File: config.mk
export PLATFORM = sky130hd
export DESIGN_NAME = ifft_seq
export DESIGN_NICKNAME = d
export VERILOG_FILES = /design/src/rtl/ifft_seq.sv
export SDC_FILE = /design/constraint.sdc
export NUM_CORES = 2
export LEC_CHECK = 0
export CAP_MARGIN = 10
export CORE_MARGIN = 3
export CORE_UTILIZATION = 35
export CTS_CLUSTER_DIAMETER = 200
export DETAILED_ROUTE_END_ITERATION = 16
export PLACE_DENSITY_LB_ADDON = 0.25
export SYNTH_ARGS = -nofsm -noshare
export SYNTH_HDL_FRONTEND = slang
export SYNTH_SLANG_ARGS = --single-unit
File: constraint.sdc
create_clock -name clk_i -period 23.7 [get_ports clk_i]
set_clock_uncertainty 0.15 [all_clocks]
set_input_delay 2.37 -clock clk_i [delete_from_list [all_inputs] [get_ports clk_i]]
set_output_delay 2.37 -clock clk_i [all_outputs]
set_load 0.05 [all_outputs]
File: src/rtl/ifft_seq.sv
// Sequential 16-point radix-2 DIF inverse FFT: bit-reversed spectrum in, natural-order time samples out.
// Optional build macro IFFT_SCALE_EN: halve every stage so the result carries the 1/16 factor.
module ifft_seq #(
    parameter int POINT_FFT_POW2 = 4,
    parameter int FRAC_BITS      = 15,
    localparam int POINT_FFT     = 1 << POINT_FFT_POW2
) (
    input  logic                           clk_i,
    input  logic                           rst_i,
    input  logic                           in_valid_i,
    output logic                           in_ready_o,
    input  logic signed [1:0][FRAC_BITS:0] in_data_i,
    output logic                           out_valid_o,
    input  logic                           out_ready_i,
    output logic signed [1:0][FRAC_BITS:0] out_data_o,
    output logic                           out_last_o,
    output logic                           busy_o
);
    localparam int DW = FRAC_BITS + 1;
    localparam int TW = FRAC_BITS + 2;
    localparam int PW = 2 * DW + 2;
    localparam logic signed [PW-1:0] RND = {{(PW-1){1'b0}}, 1'b1} << (FRAC_BITS - 1);

    typedef enum logic [1:0] {
        ST_LOAD    = 2'd0,
        ST_COMPUTE = 2'd1,
        ST_UNLOAD  = 2'd2
    } state_t;

    function automatic logic [3:0] bitrev4(input logic [3:0] v);
        return {v[0], v[1], v[2], v[3]};
    endfunction

    function automatic logic signed [TW-1:0] tw_re(input logic [2:0] t);
        case (t)
            3'd0:    tw_re =  17'sd32768;
            3'd1:    tw_re =  17'sd30274;
            3'd2:    tw_re =  17'sd23170;
            3'd3:    tw_re =  17'sd12540;
            3'd4:    tw_re =  17'sd0;
            3'd5:    tw_re = -17'sd12540;
            3'd6:    tw_re = -17'sd23170;
            3'd7:    tw_re = -17'sd30274;
            default: tw_re =  17'sd0;
        endcase
    endfunction

    function automatic logic signed [TW-1:0] tw_im(input logic [2:0] t);
        case (t)
            3'd0:    tw_im =  17'sd0;
            3'd1:    tw_im = -17'sd12540;
            3'd2:    tw_im = -17'sd23170;
            3'd3:    tw_im = -17'sd30274;
            3'd4:    tw_im = -17'sd32768;
            3'd5:    tw_im = -17'sd30274;
            3'd6:    tw_im = -17'sd23170;
            3'd7:    tw_im = -17'sd12540;
            default: tw_im =  17'sd0;
        endcase
    endfunction

    state_t          r_state, w_state_nx;
    logic [3:0]      r_cnt, w_cnt_nx;
    logic [1:0]      r_stg, w_stg_nx;
    logic            r_in_ready, w_in_ready_nx;
    logic            r_out_valid, w_out_valid_nx;
    logic            r_out_last, w_out_last_nx;
    logic            r_busy, w_busy_nx;
    logic signed [DW-1:0] r_mem_re [POINT_FFT];
    logic signed [DW-1:0] r_mem_im [POINT_FFT];

    logic            w_in_hs, w_out_hs;
    logic [2:0]      w_bf;
    logic [3:0]      w_addr_a, w_addr_b, w_rd_addr;
    logic [2:0]      w_tw_idx;
    logic signed [DW-1:0] w_ar, w_ai, w_br, w_bi;
    logic signed [DW-1:0] w_sum_re, w_sum_im, w_dif_re, w_dif_im;
    logic signed [DW-1:0] w_bo_re, w_bo_im;
    logic signed [PW-1:0] w_dr_x, w_di_x, w_cr_x, w_ci_x, w_p_re, w_p_im;

    assign w_in_hs   = in_valid_i & r_in_ready;
    assign w_out_hs  = r_out_valid & out_ready_i;
    assign w_bf      = r_cnt[2:0];
    assign w_rd_addr = bitrev4(r_cnt);

    // Butterfly pair addresses and twiddle index for the current stage/butterfly
    always_comb begin
        w_addr_a = 4'd0;
        w_addr_b = 4'd0;
        w_tw_idx = 3'd0;
        case (r_stg)
            2'd0: begin
                w_addr_a = {1'b0, w_bf};
                w_addr_b = {1'b1, w_bf};
                w_tw_idx = w_bf;
            end
            2'd1: begin
                w_addr_a = {w_bf[2], 1'b0, w_bf[1:0]};
                w_addr_b = {w_bf[2], 1'b1, w_bf[1:0]};
                w_tw_idx = {w_bf[1:0], 1'b0};
            end
            2'd2: begin
                w_addr_a = {w_bf[2:1], 1'b0, w_bf[0]};
                w_addr_b = {w_bf[2:1], 1'b1, w_bf[0]};
                w_tw_idx = {w_bf[0], 2'b00};
            end
            2'd3: begin
                w_addr_a = {w_bf, 1'b0};
                w_addr_b = {w_bf, 1'b1};
                w_tw_idx = 3'd0;
            end
            default: begin
                w_addr_a = 4'd0;
                w_addr_b = 4'd0;
                w_tw_idx = 3'd0;
            end
        endcase
    end

    assign w_ar = r_mem_re[w_addr_a];
    assign w_ai = r_mem_im[w_addr_a];
    assign w_br = r_mem_re[w_addr_b];
    assign w_bi = r_mem_im[w_addr_b];

`ifdef IFFT_SCALE_EN
    // One guard bit then drop the LSB: arithmetic halving that floors
    assign w_sum_re = DW'(({w_ar[DW-1], w_ar} + {w_br[DW-1], w_br}) >> 1);
    assign w_sum_im = DW'(({w_ai[DW-1], w_ai} + {w_bi[DW-1], w_bi}) >> 1);
    assign w_dif_re = DW'(({w_ar[DW-1], w_ar} - {w_br[DW-1], w_br}) >> 1);
    assign w_dif_im = DW'(({w_ai[DW-1], w_ai} - {w_bi[DW-1], w_bi}) >> 1);
`else
    assign w_sum_re = w_ar + w_br;
    assign w_sum_im = w_ai + w_bi;
    assign w_dif_re = w_ar - w_br;
    assign w_dif_im = w_ai - w_bi;
`endif

    // Multiply the difference by conj(W): negate the stored imaginary twiddle
    assign w_dr_x = PW'(w_dif_re);
    assign w_di_x = PW'(w_dif_im);
    assign w_cr_x = PW'(tw_re(w_tw_idx));
    assign w_ci_x = -PW'(tw_im(w_tw_idx));
    assign w_p_re = (w_dr_x * w_cr_x) - (w_di_x * w_ci_x);
    assign w_p_im = (w_dr_x * w_ci_x) + (w_di_x * w_cr_x);
    assign w_bo_re = DW'((w_p_re + RND) >>> FRAC_BITS);
    assign w_bo_im = DW'((w_p_im + RND) >>> FRAC_BITS);

    // Next-state, counters and next values of the registered status outputs
    always_comb begin
        w_state_nx = r_state;
        w_cnt_nx   = r_cnt;
        w_stg_nx   = r_stg;
        case (r_state)
            ST_LOAD: begin
                if (w_in_hs) begin
                    if (r_cnt == 4'd15) begin
                        w_state_nx = ST_COMPUTE;
                        w_cnt_nx   = 4'd0;
                        w_stg_nx   = 2'd0;
                    end else begin
                        w_cnt_nx = r_cnt + 4'd1;
                    end
                end else begin
                    w_cnt_nx = r_cnt;
                end
            end
            ST_COMPUTE: begin
                if (w_bf == 3'd7) begin
                    w_cnt_nx = 4'd0;
                    if (r_stg == 2'd3) begin
                        w_state_nx = ST_UNLOAD;
                        w_stg_nx   = 2'd0;
                    end else begin
                        w_stg_nx = r_stg + 2'd1;
                    end
                end else begin
                    w_cnt_nx = r_cnt + 4'd1;
                end
            end
            ST_UNLOAD: begin
                if (w_out_hs) begin
                    if (r_cnt == 4'd15) begin
                        w_state_nx = ST_LOAD;
                        w_cnt_nx   = 4'd0;
                    end else begin
                        w_cnt_nx = r_cnt + 4'd1;
                    end
                end else begin
                    w_cnt_nx = r_cnt;
                end
            end
            default: begin
                w_state_nx = ST_LOAD;
                w_cnt_nx   = 4'd0;
                w_stg_nx   = 2'd0;
            end
        endcase
        w_in_ready_nx  = (w_state_nx == ST_LOAD);
        w_out_valid_nx = (w_state_nx == ST_UNLOAD);
        w_busy_nx      = (w_state_nx != ST_LOAD);
        w_out_last_nx  = (w_state_nx == ST_UNLOAD) && (w_cnt_nx == 4'd15);
    end

    // Control state and status output registers
    always_ff @(posedge clk_i or posedge rst_i) begin
        if (rst_i) begin
            r_state     <= ST_LOAD;
            r_cnt       <= 4'd0;
            r_stg       <= 2'd0;
            r_in_ready  <= 1'b1;
            r_out_valid <= 1'b0;
            r_out_last  <= 1'b0;
            r_busy      <= 1'b0;
        end else begin
            r_state     <= w_state_nx;
            r_cnt       <= w_cnt_nx;
            r_stg       <= w_stg_nx;
            r_in_ready  <= w_in_ready_nx;
            r_out_valid <= w_out_valid_nx;
            r_out_last  <= w_out_last_nx;
            r_busy      <= w_busy_nx;
        end
    end

    // Sample store: bit-reversed load, in-place butterfly write-back; never reset
    always_ff @(posedge clk_i) begin
        if ((r_state == ST_LOAD) && w_in_hs) begin
            r_mem_re[w_rd_addr] <= in_data_i[0];
            r_mem_im[w_rd_addr] <= in_data_i[1];
        end else if (r_state == ST_COMPUTE) begin
            r_mem_re[w_addr_a] <= w_sum_re;
            r_mem_im[w_addr_a] <= w_sum_im;
            r_mem_re[w_addr_b] <= w_bo_re;
            r_mem_im[w_addr_b] <= w_bo_im;
        end
    end

    assign in_ready_o  = r_in_ready;
    assign out_valid_o = r_out_valid;
    assign out_last_o  = r_out_last;
    assign busy_o      = r_busy;
    assign out_data_o  = {r_mem_im[w_rd_addr], r_mem_re[w_rd_addr]};

endmodule
### Word level (Yosys, flattened, before mapping)

Memory sizes are Yosys's and may differ from the RTL's.
Cells that the tools add are included.

| word-level totals | value |
|---|---|
| output and inout bits | 36 |
| memory bits (read-only) | 248 |
| memories | 4 |
| register bits | 12 |
| RAM bits | 512 |
| input port bits | 36 |
| logic and storage cells | 81 |

Memory list:

| name | depth | bits a word | rd ports | clocked after Yosys merged registers in | write ports | RTL line | source |
|---|---|---|---|---|---|---|---|
| r_mem_im | 16 | 16 | 3 | 0 | 2 | 70 | `logic signed [DW-1:0] r_mem_im [POINT_FFT];` |
| r_mem_re | 16 | 16 | 3 | 0 | 2 | 69 | `logic signed [DW-1:0] r_mem_re [POINT_FFT];` |
| (no name shown) | 8 | 16 | 1 | 0 | 0 | 35 | `case (t)` |
| (no name shown) | 8 | 15 | 1 | 0 | 0 | 49 | `case (t)` |

| operators by class | value |
|---|---|
| multiplexer cells | 31 |
| reduce and logical (&&, ||, !) cells | 9 |
| multipliers | 4 |
| bitwise gates (word level) | 3 |
| $add $sub $neg | 11 |
| eq/ne operators | 12 |

Operators by type and width:

| cell | count |
|---|---|
| $mul 16x34->31 | 2 |
| $add 31x16->31 const B | 2 |
| $mul 16x17->31 | 2 |
| $neg 17->34 | 1 |
| $add 16x16->16 | 2 |
| $mux 16 | 2 |
| $pmux 4 s4 | 2 |
| $reduce_or 16->1 | 2 |
| $sub 16x16->16 | 2 |
| $add 31x31->31 | 1 |
| $sub 31x31->31 | 1 |
| $mux 4 | 6 |
| $mux 2 | 10 |
| $pmux 2 s3 | 2 |
| $pmux 3 s4 | 1 |
| $pmux 4 s3 | 1 |
| $eq 2x2->1 const B | 4 |
| $eq 4x4->1 const B | 2 |
| $mux 1 | 7 |
| $logic_not 2->1 | 3 |
| $ne 2x2->1 const B | 3 |
| $add 4x1->4 const B | 1 |
| $eq 2x1->1 const B | 2 |
| $reduce_and 4->1 | 1 |
| other kinds (6) | 8 |

### Longest topological paths before layout

An unclocked memory read counts as a cell.

| depth | value |
|---|---|
| depth after elaboration | 7 |
| mapped depth | 53 |

### Worst setup path before layout

Ideal clock, no wire load.

| timing | value |
|---|---|
| path kind | register to register |
| start point | reg r_stg[0] |
| end point | mem r_mem_re[11][15] (netlist name), data pin |
| library setup time | 0.281 ns |
| clock period less this slack | 12.991 ns |
| buffers on the path | 7 |
| data required time | 23.269 ns |
| arrival | 12.560 ns |
| stages on the path, launching flop included | 48 |
| path slack | 10.709 ns |
| cell sequence | dfrtp_1 > inv_1 > ha_1 > buf_6 > o31ai_4 > buf_2 > buf_1 > buf_1 > mux4_2 > mux2i_1 > a21oi_1 > ha_1 > buf_2 > nand2b_1 > a221oi_1 > o41ai_2 > nor4_1 > or4_1 > (+12 left out) > fa_1 > fa_1 > inv_1 > fa_1 > xnor2_1 > xnor2_1 > xnor2_1 > xnor3_1 > xnor2_1 > xnor2_2 > xnor3_1 > nor2b_1 > mux2_2 > xnor2_1 > xnor2_1 > xnor2_2 > buf_4 > o221ai_1 |

RTL lines:

| item | RTL line | source |
|---|---|---|
| start: declaration | 64 | `logic [1:0] r_stg, w_stg_nx;` |
| start signal: assignment | 217 | `r_stg <= w_stg_nx;` |
| end: declaration | 69 |  |

==> results_dict.tcl <==
set metrics [dict create \
    status "completed" \
    viasPerCell 5.715 \
    r2r_cells 48 \
    grt_max_degree 117 \
    relSlewSlack 0.1162 \
    dieArea_mm2 0.2184 \
    synth_ff_type "edfxtp_1" \
    post-route-period-util 0.7024 \
    die_w_um 467.3 \
    nFillCells 21000 \
    drc_errors 0 \
    layout_min_cycle_time_ps 16650 \
    clock-sinks 524 \
    postSynthCellCount 7503 \
    ctsHoldBuffers 0 \
    worst_ep_required_time_ps 23860 \
    cts.path.max_buffers 3 \
    numPortBuffers 71 \
    maxCapViolCount 0 \
    area_delta_synth_final_pct 8.701 \
    dr_total_vias 58400 \
    wl_um 288900 \
    hp-start "r_stg[1]" \
    track_usage 0.2646 \
    ys_ff_latch 524 \
    fp.dieH_um 467.3 \
    place_area_mm2 0.07931 \
    syn_area_mm2 0.07449 \
    root_buffer "clkbuf_16" \
    drtPass1Iterations 6 \
    drv_slew 0 \
    cts_resized 0 \
    numCtsBuffers 51 \
    io_pins 72 \
    ant_nets 0 \
    synth-warning-count 0 \
    whs_endpoint "r_stg[1]" \
    reg2reg_from "r_stg[0]" \
    hold_viol 0 \
    hold_path.class "flop to flop" \
    finalSetupViolCount 0 \
    yosys.cell_types.count 92 \
    grt_remaining_overflow 0 \
    row_count 168 \
    dpl.hpwl_um 207300 \
    critPathSlowestCell "buf_4" \
    syn_area_per_cell_um2 9.927 \
    rrSetupSlack_ps 7050 \
    crit_path_start_kind "flop" \
    async_reset_ff_frac 0.02290 \
    drt-initial-drc-count 7323 \
    critical_path_class "flop to flop" \
    crit_arrival_ps 16810 \
    worstHoldPathCells 1 \
    crit_top_cell "fa_1" \
    r2r-end "r_mem_im[4][15]" \
    cts_max_level 2 \
    start_util 0.3536 \
    cts_tree "built" \
    fmax_ghz 0.06007 \
    grt_pass1_wl_um 421300 \
    multi_input_area_mm2 0.05236 \
    clk_pin_slew_worst_paths_ps 70 \
    endpoint_kind "flop" \
    gp_congestion 0.9532 \
    drive_gt1_frac 0.09996 \
    grt_antenna_before_repair 10 \
    fin_nets 8931 \
    design_area_mm2 0.08097 \
    synth_edf_count 512 \
    tightest_slew_ps 1321 \
    tns_ps 0 \
    regArea_mm2 0.01569 \
    seq_area_frac_synth 0.2105 \
    worstSkewPairLatency_ps 620 \
    core_mm2 0.2106 \
    wl_per_cell_um 28.27 \
    slowest_delay_ps 830 \
    grt_pass1_vias 59760 \
    rsz0062_at_grt "false" \
    path_max_fanout 45 \
    cts_setup_buffers 0 \
]
-- Yosys cell counts, types with 39 or more instances --
master,number,area share
nand2b_1,45,0.0038
and2_1,80,0.0067
nor2_1,802,0.040
mux4_2,285,0.086
o21ai_0,194,0.013
nand2_1,616,0.031
mux2i_1,92,0.012
xnor2_1,146,0.017
buf_1,71,0.0036
a21oi_1,512,0.034
clkbuf_1,404,0.020
ha_1,370,0.062
fa_1,1150,0.31
o22ai_1,259,0.022
nor3_1,39,0.0026
nor2b_1,52,0.0044
edfxtp_1,512,0.21
inv_1,1420,0.072
-- metal layers --
| metal | global-route usage | part of all wire |
|---|---|---|
| met1 | 0.3468 | 0.38 |
| met5 | 0 | 0.00011 |
| met3 | 0.05925 | 0.11 |
| met2 | 0.4120 | 0.45 |
| met4 | 0.1343 | 0.063 |
-- sequential cells by signal, indices dropped and copies added (netlist names) --
register     cells
out_valid_o      1
r_mem_im       256
r_mem_re       256
out_last_o       1
r_stg            2
r_state          2
r_cnt            4
busy_o           1
in_ready_o       1
-- worst max-delay path, delay by kind of cell (launching register included) --
kind	cells	cell delay, ps
buf+inv	10	3710
compound gates	17	4100
simple gates	7	1270
xor+xnor	2	660
mux	1	570
fa+ha+maj	11	5230
flops	1	430
-- how the worst max path moves through the flow --
stage / from / end / slack, ps / cells past startpoint
after detailed placement: r_stg[0] / r_mem_im[0][15] / 7090 / 48
final: r_stg[0] / r_mem_im[4][15] / 7050 / 48
after floorplan: r_stg[0] / r_mem_re[11][15] / 10710 / 47
after global placement: r_stg[0] / r_mem_im[4][15] / 7230 / 48
after CTS: r_stg[0] / r_mem_re[1][14] / 7020 / 45
after global routing: r_stg[0] / r_mem_im[4][15] / 5950 / 48
-- final cells by class --
| cell class | instances | area share |
|---|---|---|
| clock inverters | 30 | 0.002998 |
| multi-input cells | 5074 | 0.6467 |
| well taps | 2805 | 0.04335 |
| repair buffers | 299 | 0.03027 |
| inverters | 1425 | 0.06608 |
| flip-flops and latches | 524 | 0.1938 |
| clock buffers | 61 | 0.01675 |
| diodes | 2 | 0.00006181 |
-- layout by cell type (no fill, tap or decap), types with 28 or more instances in the layout --
cell type	instances
mux4_2	285
nor3_1	34
mux2i_1	92
and2_1	79
ha_1	368
xnor2_1	119
o22ai_1	259
o2111a_1	28
o21ai_0	176
nor2b_1	51
a21oi_1	510
nor2_1	798
buf_4	225
nand2_1	610
xnor2_2	32
nand2b_1	42
o21ai_1	29
clkbuf_16	53
conb_1	30
a211oi_1	34
inv_1	1420
fa_1	1150
edfxtp_1	512
clkdlybuf4s50_1	71
-- per-stage QoR --
stage          hold slack (ps)  setup WS [ps]  std cells  utilization
2_1_floorplan            389.1          10710       7531            -
3_3_place_gp             414.1           7230      10120       0.3765
3_5_place_dp             430.3           7085      10120       0.3765
4_1_cts                  446.2           7021      10210       0.3841
5_1_grt                  487.1           5948      10220       0.3844
6_report                 447.0           7053      10220       0.3844
-- cell families after synthesis --
logic type      after synthesis  share of synthesized area
flops                       524                     0.2105
fa+ha+maj                  1520                     0.3712
xor+xnor                    193                    0.02479
buf+inv                    1933                    0.09827
compound gates             1216                    0.09729
simple gates               1728                    0.09699
mux                         387                     0.1009
other cells                   2                  0.0001008
Power is not shown: default switching activity piles up to over one toggle a cycle in this logic, so the estimate is an artifact.
